--- config.mk ---
export PLATFORM = sky130hd
export DESIGN_NAME = bop_table_ctrl
export DESIGN_NICKNAME = d
export VERILOG_FILES = /design/src/rtl/ariane_pkg.sv /design/src/rtl/bop_interval_table.sv /design/src/rtl/bop_table_ctrl.sv
export SDC_FILE = /design/constraint.sdc
export NUM_CORES = 1
export LEC_CHECK = 0
export BUFFER_PORTS_ARGS = -buffer_cell sky130_fd_sc_hd__buf_2
export CAP_MARGIN = 20
export CORE_MARGIN = 5
export CORE_UTILIZATION = 60
export CTS_BUF_LIST = sky130_fd_sc_hd__clkbuf_4
export DETAILED_ROUTE_END_ITERATION = 16
export PLACE_DENSITY = 0.83
export SYNTH_ARGS = -nofsm -noshare
export SYNTH_HDL_FRONTEND = slang
export SYNTH_HIERARCHICAL = 1
export SYNTH_SLANG_ARGS = --single-unit
export TNS_END_PERCENT = 1
--- constraint.sdc ---
create_clock -name clk_i -period 5.4 [get_ports clk_i]
set_input_delay 0 -clock clk_i [delete_from_list [all_inputs] [get_ports clk_i]]
set_output_delay 0 -clock clk_i [all_outputs]
set_load 0.01 [all_outputs]
--- src/rtl/ariane_pkg.sv ---
// Shared types for the bypass-on-pending interval table: slot layout and controller FSM state.
package ariane_pkg;

  // Slots store addresses at the widest supported width; narrower tables zero-extend.
  localparam int unsigned BOP_MAX_AW = 64;

  typedef struct packed {
    logic                  valid;
    logic [BOP_MAX_AW-1:0] start_addr;
    logic [BOP_MAX_AW-1:0] end_addr;
  } bop_entry_t;

  typedef enum logic {
    BOP_IDLE,
    BOP_FLUSH
  } bop_state_e;

endpackage

--- src/rtl/bop_interval_table.sv ---
// Interval storage with one write port, one clear port and a combinational hit/first compare.
module bop_interval_table import ariane_pkg::*; #(
  parameter int unsigned NR_ENTRIES = 8,
  parameter int unsigned AW         = 32,
  localparam int unsigned IW        = $clog2(NR_ENTRIES)
) (
  input  logic          clk_i,
  input  logic          rst_ni,
  input  logic          we_i,
  input  logic [IW-1:0] waddr_i,
  input  logic [AW-1:0] wstart_i,
  input  logic [AW-1:0] wend_i,
  input  logic          clr_i,
  input  logic [IW-1:0] caddr_i,
  input  logic [AW-1:0] addr_i,
  output logic          hit_o,
  output logic          first_o
);

  bop_entry_t entries_q [NR_ENTRIES];

  logic [AW-1:0]         addr_next;
  logic [BOP_MAX_AW-1:0] addr_ext;
  logic [BOP_MAX_AW-1:0] next_ext;

  // Clearing only drops the valid bit; stale bounds are harmless once invalid.
  always_ff @(posedge clk_i or negedge rst_ni) begin
    if (!rst_ni) begin
      for (int i = 0; i < NR_ENTRIES; i++) begin
        entries_q[IW'(i)] <= '0;
      end
    end else if (clr_i) begin
      entries_q[caddr_i].valid <= 1'b0;
    end else if (we_i) begin
      entries_q[waddr_i] <= '{valid:      1'b1,
                              start_addr: BOP_MAX_AW'(wstart_i),
                              end_addr:   BOP_MAX_AW'(wend_i)};
    end
  end

  // The successor address wraps at AW bits before widening, so all-ones looks ahead to zero.
  assign addr_next = addr_i + AW'(1);
  assign addr_ext  = BOP_MAX_AW'(addr_i);
  assign next_ext  = BOP_MAX_AW'(addr_next);

  always_comb begin
    hit_o   = 1'b0;
    first_o = 1'b0;
    for (int i = 0; i < NR_ENTRIES; i++) begin
      if (entries_q[IW'(i)].valid && (entries_q[IW'(i)].start_addr <= addr_ext) &&
          (addr_ext <= entries_q[IW'(i)].end_addr)) begin
        hit_o = 1'b1;
      end
      if (entries_q[IW'(i)].valid && (entries_q[IW'(i)].start_addr == next_ext)) begin
        first_o = 1'b1;
      end
    end
  end

endmodule

--- src/rtl/bop_table_ctrl.sv ---
// Interval table controller: arbitrates inserts, two lookup ports and flush onto one table access per cycle.
module bop_table_ctrl import ariane_pkg::*; #(
  parameter int unsigned NR_ENTRIES = 8,
  parameter int unsigned AW         = 32,
  localparam int unsigned IW        = $clog2(NR_ENTRIES),
  localparam int unsigned CW        = IW + 1
) (
  input  logic               clk_i,
  input  logic               rst_ni,
  input  logic               ins_valid_i,
  output logic               ins_ready_o,
  input  logic [AW-1:0]      ins_start_i,
  input  logic [AW-1:0]      ins_end_i,
  input  logic [1:0]         lkp_valid_i,
  output logic [1:0]         lkp_ready_o,
  input  logic [1:0][AW-1:0] lkp_addr_i,
  output logic [1:0]         lkp_rsp_valid_o,
  output logic               lkp_hit_o,
  output logic               lkp_first_o,
  input  logic               flush_i,
  output logic               busy_o,
  output logic [CW-1:0]      count_o,
  output logic               ins_err_o
);

  bop_state_e    state_q;
  logic [IW-1:0] flush_cnt_q;
  logic [IW-1:0] wr_ptr_q;
  logic [CW-1:0] count_q;
  logic          rr_ptr_q;
  logic [1:0]    rsp_valid_q;
  logic          hit_q;
  logic          first_q;
  logic          ins_err_q;

  logic          idle_free;
  logic          ins_acc;
  logic          ins_bad;
  logic          ins_wr;
  logic          lkp_open;
  logic [1:0]    grant;
  logic [AW-1:0] lkp_sel;
  logic          tbl_hit;
  logic          tbl_first;

  // Ready is forced low while reset is held, even though the state register already reads IDLE.
  assign idle_free = rst_ni && (state_q == BOP_IDLE) && !flush_i;
  assign ins_acc   = ins_valid_i && idle_free;
  assign ins_bad   = ins_start_i > ins_end_i;
  assign ins_wr    = ins_acc && !ins_bad;
  assign lkp_open  = idle_free && !ins_acc;

  always_comb begin
    grant = '0;
    if (lkp_open) begin
      if (&lkp_valid_i) begin
        grant[rr_ptr_q] = 1'b1;
      end else begin
        grant = lkp_valid_i;
      end
    end
  end

  assign lkp_sel = grant[1] ? lkp_addr_i[1] : lkp_addr_i[0];

  bop_interval_table #(
    .NR_ENTRIES(NR_ENTRIES),
    .AW        (AW)
  ) i_table (
    .clk_i   (clk_i),
    .rst_ni  (rst_ni),
    .we_i    (ins_wr),
    .waddr_i (wr_ptr_q),
    .wstart_i(ins_start_i),
    .wend_i  (ins_end_i),
    .clr_i   (state_q == BOP_FLUSH),
    .caddr_i (flush_cnt_q),
    .addr_i  (lkp_sel),
    .hit_o   (tbl_hit),
    .first_o (tbl_first)
  );

  // After any grant the round-robin pointer lands on the port that was not served.
  always_ff @(posedge clk_i or negedge rst_ni) begin
    if (!rst_ni) begin
      state_q     <= BOP_IDLE;
      flush_cnt_q <= '0;
      wr_ptr_q    <= '0;
      count_q     <= '0;
      rr_ptr_q    <= 1'b0;
      rsp_valid_q <= '0;
      hit_q       <= 1'b0;
      first_q     <= 1'b0;
      ins_err_q   <= 1'b0;
    end else begin
      rsp_valid_q <= grant;
      hit_q       <= (|grant) && tbl_hit;
      first_q     <= (|grant) && tbl_first;
      ins_err_q   <= ins_acc && ins_bad;
      if (|grant) begin
        rr_ptr_q <= grant[0];
      end
      case (state_q)
        BOP_IDLE: begin
          if (flush_i) begin
            state_q     <= BOP_FLUSH;
            flush_cnt_q <= '0;
          end else if (ins_wr) begin
            wr_ptr_q <= wr_ptr_q + IW'(1);
            if (count_q != CW'(NR_ENTRIES)) begin
              count_q <= count_q + CW'(1);
            end
          end
        end
        BOP_FLUSH: begin
          flush_cnt_q <= flush_cnt_q + IW'(1);
          if (flush_cnt_q == IW'(NR_ENTRIES - 1)) begin
            state_q  <= BOP_IDLE;
            count_q  <= '0;
            wr_ptr_q <= '0;
          end
        end
        default: state_q <= BOP_IDLE;
      endcase
    end
  end

  assign ins_ready_o     = idle_free;
  assign lkp_ready_o     = grant;
  assign lkp_rsp_valid_o = rsp_valid_q;
  assign lkp_hit_o       = hit_q;
  assign lkp_first_o     = first_q;
  assign busy_o          = (state_q == BOP_FLUSH);
  assign count_o         = count_q;
  assign ins_err_o       = ins_err_q;

endmodule

# Yosys cells after proc, flatten, opt, wreduce, memory -nomap -nowiden

Index checks and enable logic that the tools add are counted.

Input port bits: 134
Word-level logic and storage cells: 133
Output and inout bits: 13
Flip-flop bits (word level): 1049

Bitwise operators: 3
$lt $le $gt $ge: 15
Reduce and logical (&&, ||, !) cells: 32
$add $sub $neg: 4
Muxes and demuxes: 35
Eq/ne operators: 11

Operator list:

| kind                                                       | number |
|---|---|
| bitwise mux 1032 bit                                       | 2 |
| 2-to-1 mux 1032 bit                                        | 2 |
| demux 129 bit (select 3 bit)                               | 2 |
| 2-to-1 mux 129 bit                                         | 2 |
| == test 64 x 32 -> 1 bit                                   | 4 |
| less-or-equal comparator 32 x 64 -> 1 bit                  | 4 |
| less-or-equal comparator 64 x 32 -> 1 bit                  | 4 |
| adder 32 x 1 -> 32 bit, second input constant              | 1 |
| > comparator 32 bit                                        | 1 |
| 2-to-1 mux 32 bit                                          | 1 |
| logical AND 1 bit                                          | 23 |
| 2-to-1 mux 4 bit                                           | 4 |
| 2-to-1 mux 3 bit                                           | 4 |
| one-hot mux 3 bit (2 select lines)                         | 2 |
| 2-to-1 mux 1 bit                                           | 11 |
| >= comparator 4 bit, second input constant                 | 2 |
| less-than comparator 4 x 1 -> 1 bit, second input constant | 2 |
| inverter 3 -> 4 bit                                        | 2 |
| one-hot mux 4 bit (2 select lines)                         | 1 |
| adder 3 x 1 -> 3 bit, second input constant                | 2 |
| != test 2 x 1 -> 1 bit, second input constant              | 3 |
| adder 4 x 1 -> 4 bit, second input constant                | 1 |
| 2-to-1 mux 2 bit                                           | 2 |
| != test 2 bit, second input constant                       | 2 |
| 13 further kinds                                           | 16 |

# Logic depth before layout (Yosys ltp)

Word-level depth: 16
Mapped depth: 21
Depth with buffers taken out: 18

# Hierarchy

Netlist, hierarchy kept.

Modules (own cells, without submodules):

| module             | area an instance (um^2) | cells an instance | seq. area each (um^2) | instances |
|---|---|---|---|---|
| bop_interval_table | 18854.3                 | 1900              | 6506.2                | 1 |
| bop_table_ctrl     | 2129.5                  | 291               | 425.4                 | 1 |

# Least setup slack after synthesis

Ideal clock, no wire load.

Path kind: register to register
From: register state_q (netlist: busy_o)
To: register first_q (netlist: lkp_first_o)
Period minus slack after synthesis: 4.305 ns
Setup slack: 1.095 ns
Buffers on the path: 4
Stages on the path, launching flop included: 21
Setup time: 0.084 ns
Data required time: 5.316 ns
Arrival: 4.221 ns
Cell sequence: dfrtp_1 -> nor2_2 -> nand2_1 -> or3_1 -> buf_2 -> inv_2 -> buf_4 -> nand2_1 -> nand2_1 -> buf_2 -> nand4_4 -> nor4_4 -> and2_1 -> clkbuf_1 -> xnor2_1 -> nor2_1 -> or4_1 -> nor4_1 -> nand4_1 -> nand4_1 -> a21boi_0

Cells in the longest elaborated chain, start to end: 16
Elaborated cells on any way between the ends: 23
Classes of those cells: 1 x add/sub; 4 x eq/ne; 6 x mux; 1 x bitwise; 11 x reduce/logical

Ends and longest elaborated chain:

| element                          | RTL line                 | RTL |
|---|---|---|
| start: declaration               | bop_table_ctrl.sv:26     | `bop_state_e state_q;` |
| start signal: assignment         | bop_table_ctrl.sv:86     | `state_q <= BOP_IDLE;` |
| start signal: assignment         | bop_table_ctrl.sv:106    | `state_q <= BOP_FLUSH;` |
| start signal: assignment         | bop_table_ctrl.sv:118    | `state_q <= BOP_IDLE;` |
| inverter 1 bit *                 | n/a                      |  |
| logical AND 1 bit * (2 in a row) | bop_table_ctrl.sv:47     | `assign idle_free = rst_ni && (state_q == BOP_IDLE) && !flush_i;` |
| logical AND 1 bit                | bop_table_ctrl.sv:48     | `assign ins_acc = ins_valid_i && idle_free;` |
| logical NOT 1 bit                | bop_table_ctrl.sv:51     | `assign lkp_open = idle_free && !ins_acc;` |
| logical AND 1 bit *              | bop_table_ctrl.sv:51     |  |
| 2-to-1 mux 2 bit *               | bop_table_ctrl.sv:55     | `if (lkp_open) begin` |
| 2-to-1 mux 32 bit *              | bop_table_ctrl.sv:64     | `assign lkp_sel = grant[1] ? lkp_addr_i[1] : lkp_addr_i[0];` |
| named net lkp_sel[10]            | bop_table_ctrl.sv:42     | `logic [AW-1:0] lkp_sel;` |
| adder 32 x 1 -> 32 bit *         | bop_interval_table.sv:42 | `assign addr_next = addr_i + AW'(1);` |
| == test 64 x 32 -> 1 bit         | bop_interval_table.sv:54 | `if (entries_q[IW'(i)].valid && (entries_q[IW'(i)].start_addr == next_ext)) begin` |
| logical AND 1 bit                | bop_interval_table.sv:54 |  |
| 2-to-1 mux 1 bit (3 in a row)    | bop_interval_table.sv:54 |  |
| 2-to-1 mux 1 bit *               | bop_interval_table.sv:54 |  |
| named net tbl_first              | bop_table_ctrl.sv:44     | `logic tbl_first;` |
| logical AND 1 bit *              | bop_table_ctrl.sv:98     | `first_q <= (\|grant) && tbl_first;` |
| end signal: assignment           | bop_table_ctrl.sv:98     |  |
| end: declaration                 | bop_table_ctrl.sv:33     | `logic first_q;` |

Mark *: on every way through the listed nets, which the timed path passes. The rest lies on a longest branch.
A chain may end at the register's enable or synchronous reset.

# Worst setup path in the final report

Ends and elaborated chain as after synthesis.

==> qor.txt <==
P&R area growth vs syn: 15.5%
DIE HEIGHT: 197 µm
Setup TNS: 0 ns
Netlist cell types: 75
Die area: 38,800 µm²
Worst Path Arrival: 5.86 ns
Hold Vio Cnt, Final: 0
HPWL Detailed: 58,700 µm
Relative slew slack: 25.6%
Sw power: 0.00201 W
Drt wl/cell: 25.6 µm
Hold crit path type: primary input to flip-flop
Vias in the first global route: 19,344
Average size of a mapped cell: 9.58 µm²
H-tree Lvls: 3
Grt total ovfl: 0
Total GRT Usage: 39.1%
Pin count of the biggest net entering global routing: 119
Hold path cells: 4
Reg2Reg Capture Point: lkp_first_o
Peak VDD IR: 0.303 mV
RSZ-0062 raised after global routing: false
Critical Path Start Type: flip-flop
CP endpoint kind: flip-flop
Post-synth net total: 2,619
Clock Path Buffers: 3
Clock power share: 33.1%
Cells after synthesis: 2,191
Largest area contributor in the netlist: dfrtp_1
Status: finished, final reports clean
Top Ports: 147
Syn. warnings: 6
Clock Pin Slew Worst Setup and Hold Paths: 0.08 ns
Worst r2r src: busy_o
R2R setup slack: 0.24 ns
Pleak: 12.7 nW
Req. time, crit path: 6.10 ns
Final hold slack: 0.0754 ns
DR vias/cell: 6.36
Post-synthesis sequential area ratio: 33.0%
Synth top area cells: dfrtp_1 (33%), ha_1 (18%), mux2_2 (10%), nand2_1 (3.9%), xnor2_1 (3.7%)
Mapped Area: 21,000 µm²
Synth top area share: 33.0%
Max-slew violation count: 0
Final count of negative-setup-slack endpoints: 0
Power density cells: 242 nW/µm²
Initial detailed-routing violation count: 1,811
Routed via count: 19,018
CTS Root Cell: clkbuf_4
Starting density of the core: 60.7%
# rows: 68
Achievable frequency: 0.194 GHz
Antenna violations before repair: 4
Combinational Power Share: 25.8%
Number of routed nets with antenna violations: 0
Clk_skew: 0.0682 ns
CTS tree: built
PnR worst setup slack: 0.240 ns
Die width: 197 µm
Worst skew pair latency: 0.78 ns
Hold Path End: i_table/entries_q[674]
Clk sink count: 277
Global-route wire length before repair: 115,000 µm
Core region area: 34,500 µm²
Pre-CTS setup slack: 0.140 ns
Total Wirelength: 76,600 µm
Fraction of layout cells with a size suffix above 1: 22.1%
Final period util: 95.6%
Drt drc: 0
Commonest register cell after synthesis: dfrtp_1
Sw frac: 34.3%
First-pass DRT Iterations: 6
FF+latch count, synth: 277
RD Place Congestion: 1.04
Worst hold start: ins_end_i[29]
Port-buffer cells: 146
FF-to-FF path depth: 17
# Post-CTS Setup Buffers: 0
Worst-margin pin slew: 1.10 ns
Critical setup path kind: flip-flop to flip-flop
Seq pwr share: 41.2%
Cell Int Power: 0.00385 W
Async S/R FF share, synth: 100%
# nets final: 2,910
Max-cap violations: 0
CTS buffer count: 78
Critical path fanouts, max: 23
Post-synth EDFFs: 0
Tmin final: 5.16 ns
-- cell usage after synthesis (4+ instances only) --
cell,number
ha_1,294
dfrtp_1,277
nand2_1,219
inv_1,206
mux2_2,194
o21ai_0,137
a21oi_1,103
a21o_1,99
xnor2_1,89
nand4_1,80
nor2_1,61
xor2_1,52
clkbuf_1,47
nand3_1,37
nor3_1,31
nor4_1,21
nor2b_1,19
buf_2,17
nand2b_1,14
a211oi_1,13
o211ai_1,12
and3_1,10
a2111oi_0,9
and4_1,9
mux2i_1,8
nand3b_1,7
o221ai_1,7
a31oi_1,6
buf_4,6
or3_1,6
nor4_4,5
o21a_1,5
o22ai_1,5
o31ai_1,5
nand4_2,4
nand4_4,4
o2111ai_1,4
or2_2,4
-- per-layer routing --
| metal | up-vias | share of wire [%] | GRT usage, % |
|---|---|---|---|
| li1 | 8492 | - | - |
| met4 | 4 | 4.3 | 16.2 |
| met3 | 206 | 9.1 | 8.02 |
| met5 | - | 0.034 | 0 |
| met2 | 960 | 46 | 62.1 |
| met1 | 9356 | 41 | 52.6 |
-- state kept, by name (all words and copies together), names as in the netlist --
name and cells:
lkp_first_o 1, rr_ptr_q 1, lkp_rsp_valid_o 2, ins_err_o 1, count_o 4, lkp_hit_o 1
busy_o 1, flush_cnt_q 3, wr_ptr_q 3, i_table/entries_q 260
-- power groups by stage --
| stage | sequential (W) | combinational [W] | clock (W) |
|---|---|---|---|
| floorplan | 0.00239 | 0.000885 | 0 |
| global placement | 0.00243 | 0.00136 | 0 |
| detailed placement | 0.00244 | 0.00142 | 0 |
| CTS | 0.00240 | 0.00147 | 0.00197 |
| global route | 0.00243 | 0.00166 | 0.00208 |
| finish | 0.00241 | 0.00151 | 0.00194 |
-- timing repair --
item,in CTS,in global routing
hold endpoints to repair,478,0
endpoints found under the setup margin,0,2
resized for setup,0,4
hold buffers,77,0
-- cell usage in the layout, fill, tap and decap left out, types with 7 or more instances in the layout --
cell and n:
clkbuf_4 118, xor2_1 52, nand4_1 80, o221ai_1 7, clkinv_1 9, dlygate4sd3_1 77
o211ai_1 12, inv_1 206, nand3_1 36, mux2_2 194, xnor2_1 88, nor2_1 59
nand2b_1 14, a21o_1 99, nand2_1 219, a211oi_1 13, and4_1 9, a21oi_1 103
buf_4 57, nor2b_1 19, mux2i_1 8, buf_2 145, dfrtp_1 277, o21ai_0 137
and3_1 10, nand3b_1 7, a2111oi_0 8, ha_1 294, nor4_1 21, nor3_1 31
-- worst max-delay path, cell delays in order (launching register included) --
cell	delay (ns)
dfrtp_1	0.41
nor2_2	0.24
nand2_1	0.12
or3_1	0.43
clkinv_2	0.33
nand2_1	0.11
nand2_1	0.35
inv_1	0.07
buf_4	0.20
o311ai_0	0.85
nand4b_1	0.30
a311oi_1	0.32
nand4b_1	0.14
a2111o_1	0.41
nor4_1	0.32
nand4_1	0.16
nand4_1	0.15
a21boi_0	0.18
-- stage by stage --
stage	util, %	instances	total power, W	instance area (µm²)
after floorplan	-	2191	0.00328	21000
after global placement	65.1	2780	0.00379	22500
after detailed placement	65.1	2780	0.00386	22500
after CTS	70.1	2990	0.00585	24200
after global routing	70.2	2991	0.00617	24200
final	70.2	2992	0.00586	24200
-- kinds of logic after synthesis --
family,count (synthesis),share of synthesized area [%]
simple gates,555,14.0
buf+inv,280,5.32
mux,202,10.8
flops,277,33.0
fa+ha+maj,294,17.5
xor+xnor,142,5.96
compound gates,441,13.4
-- layout make-up --
| type | count | area [µm²] |
|---|---|---|
| Clock buffer | 118 | 886 |
| Fill cell | 2603 | 10300 |
| Tap cell | 455 | 569 |
| Multi-Input combinational cell | 1634 | 13000 |
| Antenna cell | 2 | 5.00 |
| Sequential cell | 277 | 6930 |
| Inverter | 207 | 778 |
| Timing Repair Buffer | 284 | 2020 |
| Clock inverter | 15 | 72.6 |
-- how the worst max path moves through the flow --
stage	from	cells past startpoint	to
finish	busy_o	17	lkp_first_o
global route	busy_o	16	lkp_first_o
CTS	busy_o	16	lkp_first_o
detailed placement	busy_o	16	lkp_first_o
global placement	busy_o	16	lkp_first_o
floorplan	busy_o	20	lkp_first_o
(Power assumes the default switching activity.)
